<file path="config.mk">
export PLATFORM = sky130hd
export DESIGN_NAME = sram1_responder
export DESIGN_NICKNAME = d
export VERILOG_FILES = /design/src/rtl/sram1_pkg.sv /design/src/rtl/sram1_rd_pipe.sv /design/src/rtl/sram1_responder.sv
export SDC_FILE = /design/constraint.sdc
export NUM_CORES = 2
export LEC_CHECK = 0
export BUFFER_PORTS_ARGS = -buffer_cell sky130_fd_sc_hd__buf_2
export CAP_MARGIN = 15
export CORE_MARGIN = 2
export CORE_UTILIZATION = 50
export DETAILED_ROUTE_END_ITERATION = 10
export PLACE_DENSITY = 0.63
export SYNTH_ARGS = -nofsm -noshare
export SYNTH_HDL_FRONTEND = slang
export SYNTH_HIERARCHICAL = 1
export SYNTH_SLANG_ARGS = --single-unit
</file>
<file path="constraint.sdc">
create_clock -name clk -period 7.5 [get_ports clk]
set_clock_uncertainty 0.2 [all_clocks]
set_input_delay 0.375 -clock clk [delete_from_list [all_inputs] [get_ports clk]]
set_output_delay 0.375 -clock clk [all_outputs]
set_load 0.01 [all_outputs]
</file>
<file path="src/rtl/sram1_pkg.sv">
// Shared types and helpers for the SRAM1 memory-side responder.
package sram1_pkg;

  typedef enum logic {CLEAR, READY} sram1_resp_state_t;

  localparam int SRAM1_ADDR_W = 8;
  localparam int SRAM1_DATA_W = 8;

  // Even-parity bit: makes the total count of ones (data + parity) even.
  function automatic logic even_par(input logic [SRAM1_DATA_W-1:0] d);
    return ^d;
  endfunction

endpackage

</file>
<file path="src/rtl/sram1_rd_pipe.sv">
// READ_LAT-deep delay line carrying read valid, data and parity-error flag.
// Data stages only load on a valid word, so the output holds its last valid value.
module sram1_rd_pipe #(
  parameter int DATA_W   = 8,
  parameter int READ_LAT = 1
) (
  input  logic              clk,
  input  logic              rst,
  input  logic              in_vld,
  input  logic [DATA_W-1:0] in_data,
  input  logic              in_perr,
  output logic              out_vld,
  output logic [DATA_W-1:0] out_data,
  output logic              out_perr
);

  logic              vld_q  [READ_LAT];
  logic              vld_d  [READ_LAT];
  logic [DATA_W-1:0] dat_q  [READ_LAT];
  logic [DATA_W-1:0] dat_d  [READ_LAT];
  logic              perr_q [READ_LAT];
  logic              perr_d [READ_LAT];

  always_comb begin
    vld_d[0]  = in_vld;
    dat_d[0]  = in_vld ? in_data : dat_q[0];
    perr_d[0] = in_vld & in_perr;
    for (int i = 1; i < READ_LAT; i++) begin
      vld_d[i]  = vld_q[i-1];
      dat_d[i]  = vld_q[i-1] ? dat_q[i-1] : dat_q[i];
      perr_d[i] = vld_q[i-1] & perr_q[i-1];
    end
  end

  always_ff @(posedge clk or posedge rst) begin
    if (rst) begin
      for (int i = 0; i < READ_LAT; i++) begin
        vld_q[i]  <= 1'b0;
        dat_q[i]  <= '0;
        perr_q[i] <= 1'b0;
      end
    end else begin
      for (int i = 0; i < READ_LAT; i++) begin
        vld_q[i]  <= vld_d[i];
        dat_q[i]  <= dat_d[i];
        perr_q[i] <= perr_d[i];
      end
    end
  end

  assign out_vld  = vld_q[READ_LAT-1];
  assign out_data = dat_q[READ_LAT-1];
  assign out_perr = perr_q[READ_LAT-1];

endmodule

</file>
<file path="src/rtl/sram1_responder.sv">
// SRAM1 memory-side responder: self-clearing byte array with write-first read forwarding.
// Optional stored parity is enabled by defining SRAM1_PARITY_EN.
module sram1_responder
  import sram1_pkg::*;
#(
  parameter int ADDR_W   = SRAM1_ADDR_W,
  parameter int DATA_W   = SRAM1_DATA_W,
  parameter int READ_LAT = 1
) (
  input  logic              clk,
  input  logic              rst,
  input  logic              r_en,
  input  logic [ADDR_W-1:0] r_addr,
  input  logic              w_en,
  input  logic [ADDR_W-1:0] w_addr,
  input  logic [DATA_W-1:0] w_data,
  input  logic              w_par_flip,
  output logic [DATA_W-1:0] r_data,
  output logic              r_valid,
  output logic              busy,
  output logic              req_drop,
  output logic              parity_err
);

  localparam int DEPTH = 2**ADDR_W;
`ifdef SRAM1_PARITY_EN
  localparam int MEM_W = DATA_W + 1;
`else
  localparam int MEM_W = DATA_W;
`endif

  sram1_resp_state_t state_q;
  logic [ADDR_W-1:0] clr_cnt_q;
  logic              busy_q;
  logic              req_drop_q;

  logic [MEM_W-1:0]  mem_q [DEPTH];
  logic              mem_we;
  logic [ADDR_W-1:0] mem_waddr;
  logic [MEM_W-1:0]  mem_wdata;
  logic [MEM_W-1:0]  wr_word;
  logic [MEM_W-1:0]  rd_word;
  logic              rd_acc;
  logic              wr_acc;
  logic              rd_perr;

  always_comb begin
    rd_acc = r_en && (state_q == READY);
    wr_acc = w_en && (state_q == READY);
  end

`ifdef SRAM1_PARITY_EN
  // w_par_flip lets software plant a bad parity bit for error-path testing.
  always_comb wr_word = {even_par(w_data) ^ w_par_flip, w_data};
`else
  logic unused_par_flip;
  assign unused_par_flip = w_par_flip;
  always_comb wr_word = w_data;
`endif

  // CLEAR owns the write port; an all-zero word also has correct even parity.
  always_comb begin
    mem_we    = 1'b0;
    mem_waddr = w_addr;
    mem_wdata = wr_word;
    if (state_q == CLEAR) begin
      mem_we    = 1'b1;
      mem_waddr = clr_cnt_q;
      mem_wdata = '0;
    end else if (wr_acc) begin
      mem_we    = 1'b1;
    end
  end

  always_ff @(posedge clk) begin
    if (mem_we) begin
      mem_q[mem_waddr] <= mem_wdata;
    end
  end

  // Write-first: a same-cycle write to the read address is forwarded.
  always_comb begin
    if (wr_acc && (w_addr == r_addr)) begin
      rd_word = wr_word;
    end else begin
      rd_word = mem_q[r_addr];
    end
  end

`ifdef SRAM1_PARITY_EN
  always_comb rd_perr = (even_par(rd_word[DATA_W-1:0]) != rd_word[DATA_W]);
`else
  always_comb rd_perr = 1'b0;
`endif

  always_ff @(posedge clk or posedge rst) begin
    if (rst) begin
      state_q    <= CLEAR;
      clr_cnt_q  <= '0;
      busy_q     <= 1'b1;
      req_drop_q <= 1'b0;
    end else begin
      req_drop_q <= 1'b0;
      case (state_q)
        CLEAR: begin
          clr_cnt_q  <= clr_cnt_q + 1'b1;
          req_drop_q <= r_en | w_en;
          if (clr_cnt_q == {ADDR_W{1'b1}}) begin
            state_q <= READY;
            busy_q  <= 1'b0;
          end
        end
        READY: begin
          busy_q <= 1'b0;
        end
        default: begin
          state_q <= CLEAR;
        end
      endcase
    end
  end

  assign busy     = busy_q;
  assign req_drop = req_drop_q;

  sram1_rd_pipe #(
    .DATA_W   (DATA_W),
    .READ_LAT (READ_LAT)
  ) u_rd_pipe (
    .clk      (clk),
    .rst      (rst),
    .in_vld   (rd_acc),
    .in_data  (rd_word[DATA_W-1:0]),
    .in_perr  (rd_perr),
    .out_vld  (r_valid),
    .out_data (r_data),
    .out_perr (parity_err)
  );

endmodule
</file>
==> results_dict.tcl <==
set metrics [dict create \
    hp-class "in2reg" \
    drc 0 \
    crit_slowest_cell "o21ai_0" \
    synth-seq-area-share 0.769 \
    worstPathArrival_ns 4.84 \
    rows 147 \
    tightest_slew_ns 1.28 \
    grt_overflow 0 \
    cts_setup_buffers 0 \
    ys_ff_latch 2069 \
    crit_start "state_q$_DFF_PP0_" \
    syn_area_um2 80700 \
    hold_path_end "req_drop$_DFF_PP0_" \
    finalHoldViolCount 0 \
    synth_edf_count 2048 \
    maxCapViolations 0 \
    core_area_um2 160000 \
    end_kind "flop" \
    worstHoldStart "w_en" \
    vias 39869 \
    ff2ff_setup_slack_ns 2.91 \
    areaGrowthSynthToFinish_pct 11.1 \
    p_total_mw 22.9 \
    slowest_delay_ns 0.99 \
    syn-instance-count 4065 \
    tns_ns 0 \
    reg2reg_from "state_q$_DFF_PP0_" \
    wl_per_cell_um 29.7 \
    required_ns 7.75 \
    top_usage_layer "met2" \
    clk_latency_ns 0.83 \
    critPathMaxFanout 28 \
    met1_usage 0.339 \
    setup_viol 0 \
    syn-num-nets 4095 \
    antenna_left 0 \
    fp.dieW_um 406 \
    synth_area_per_cell_um2 19.9 \
    r2r_end "mem_q[100][1]$_DFFE_PP_" \
    power.density_nw_per_um2 255 \
    ctsHtreeMaxLevel 4 \
    finalCriticalPeriod_ns 4.59 \
    antenna_found_initial 5 \
    grtUsageMet2 0.366 \
    synth_flop_cell "edfxtp_1" \
    whs_path_depth 4 \
    nets 4173 \
    viasPerCell 6.16 \
    cts_tree "done" \
    cts.sinks 2069 \
    grt_pass1_vias 40008 \
    wirelength_um 193000 \
    grt_max_degree 201 \
    dieHeight_um 406 \
    status "completed" \
    fmax_mhz 218 \
    grt_use_met3 0.0481 \
    clkTransAtPathRegs_ns 0.06 \
    ios 41 \
    numCtsBuffers 201 \
    yosys.cell_types.count 58 \
    synth-async-reset-ratio 0.0101 \
    hpwlAfterDp_um 114000 \
    irDropWorstVdd_mv 0.208 \
    slew_viol_final 0 \
    cts.path.max_buffers 3 \
    drt-pass1-iter-count 6 \
    slew_headroom 0.136 \
    power_leakage_nw 23.0 \
    start_kind "flop" \
    cts-root-buf "clkbuf_16" \
    path_cells "buf_4, nand2b_1, o21ai_0, nand2_1, nor2_1" \
    dieArea_um2 165000 \
    io_buffers 39 \
    finalCritPeriodShare 0.612 \
    final_util 0.559 \
    grt_first_pass_wirelength_um 279000 \
    dr.first_iter.drc_count 4866 \
    track_usage 0.236 \
    ys_warn_count 6 \
    r2r_cells 5 \
    drive_gt1_frac 0.200 \
    rsz0062_at_grt "no" \
    critical_path_class "reg2reg" \
    initial_core_util 0.503 \
    finalWeightedCongestion 0.902 \
]
[how the worst max path moves through the flow]
stage | endpoint | slack [ns]
floorplan | mem_q[0][0]$_DFFE_PP_ | 1.95
global placement | u_rd_pipe/out_data[6]$_DFFE_PP0P_ | 2.79
detailed placement | u_rd_pipe/out_data[6]$_DFFE_PP0P_ | 2.80
CTS | mem_q[30][4]$_DFFE_PP_ | 3.22
global route | mem_q[96][1]$_DFFE_PP_ | 2.90
finish | mem_q[100][1]$_DFFE_PP_ | 2.91
[layout make-up]
type                    instances  area, um2
diodes                          1       2.50
clock buffers                 249       5320
clock inverters               124       1020
fillers                     12058      70700
inverters                      13       48.8
multi-input cells            1737      17500
flip-flops and latches       2069      62000
well taps                    2160       2700
repair buffers                121       1070
[per-layer routing]
metal,up-vias,share of wire
li1,16908,-
met2,1626,0.47
met3,308,0.080
met4,0,0.030
met1,21027,0.42
met5,-,0
[critical path: cells and delay by family (launching register included)]
family | cells | cell delay, ns
flops | 1 | 0.63
buf+inv | 1 | 0.38
simple gates | 3 | 1.98
compound gates | 1 | 0.99
[cell usage after synthesis (31+ instances only)]
library cell	number	share of area
edfxtp_1	2048	0.76
mux4_2	397	0.11
nor2_1	332	0.015
mux2i_1	185	0.023
nand2_1	140	0.0065
clkbuf_1	117	0.0054
a22oi_1	84	0.0078
o21ai_0	80	0.0050
buf_2	66	0.0041
o22ai_1	61	0.0047
a221oi_1	58	0.0063
a21oi_1	43	0.0027
mux2_2	37	0.0052
nor3_1	31	0.0019
[power breakdown]
group	internal [mW]	leakage, nW	switching (mW)	total, mW
Combinational	0.206	5.45	0.419	0.625
Clock	5.45	3.10	4.29	9.73
Sequential	12.5	14.4	0.0000672	12.5
Total	18.2	23.0	4.71	22.9
[cell families after synthesis]
logic type,share of synthesized area
multiplexers,0.140
other,0.0000465
AO/OA/AOI/OAI,0.0401
AND/OR/NAND/NOR,0.0333
flip-flops,0.769
buffers and inverters,0.0158
XOR/XNOR,0.00163
adder cells (fa/ha/maj),0.000155
[through the flow]
step                      cell area (um2)  setup WS (ns)  hold slack, ns  cells
final                               89700           2.91           0.232   6474
after detailed placement            83200           2.80           0.187   6086
after global routing                89700           2.90           0.218   6473
after floorplan                     80700           1.95          0.0152   4065
after global placement              83200           2.79           0.173   6086
after CTS                           89600           3.22           0.123   6471
[state kept, by name, summed over array words and instances, names as in the netlist]
name	flops
mem_q	2048
clr_cnt_q	8
u_rd_pipe/out_data	8
busy	1
req_drop	1
state_q	1
u_rd_pipe/out_perr	1
u_rd_pipe/out_vld	1
[placed cells by master (no fill, tap or decap), types with 9 or more instances in the layout]
cell / instances
edfxtp_1: 2048
mux4_2: 397
nor2_1: 330
clkbuf_16: 205
mux2i_1: 185
nand2_1: 140
a22oi_1: 84
o21ai_0: 80
o22ai_1: 61
a221oi_1: 58
buf_4: 55
clkinv_1: 53
a21oi_1: 43
clkbuf_1: 42
clkinv_2: 40
mux2_2: 37
buf_2: 35
nor3_1: 31
a211oi_1: 30
nand3_1: 26
nor2b_1: 21
dfrtp_1: 20
o221ai_1: 19
nand4_1: 17
o31ai_1: 17
nand2b_1: 16
buf_12: 15
a31oi_1: 14
inv_1: 12
bufinv_16: 12
dlygate4sd3_1: 12
a22o_1: 10
o211ai_1: 9
o32ai_1: 9
[repair_timing]
| action | 4_1_cts | 5_1_grt |
|---|---|---|
| hold buffers | 12 | 0 |
| gates resized for setup | 0 | 0 |
| hold endpoints to repair | 31 | 0 |
Note: power is estimated with default switching activity, not from simulation.
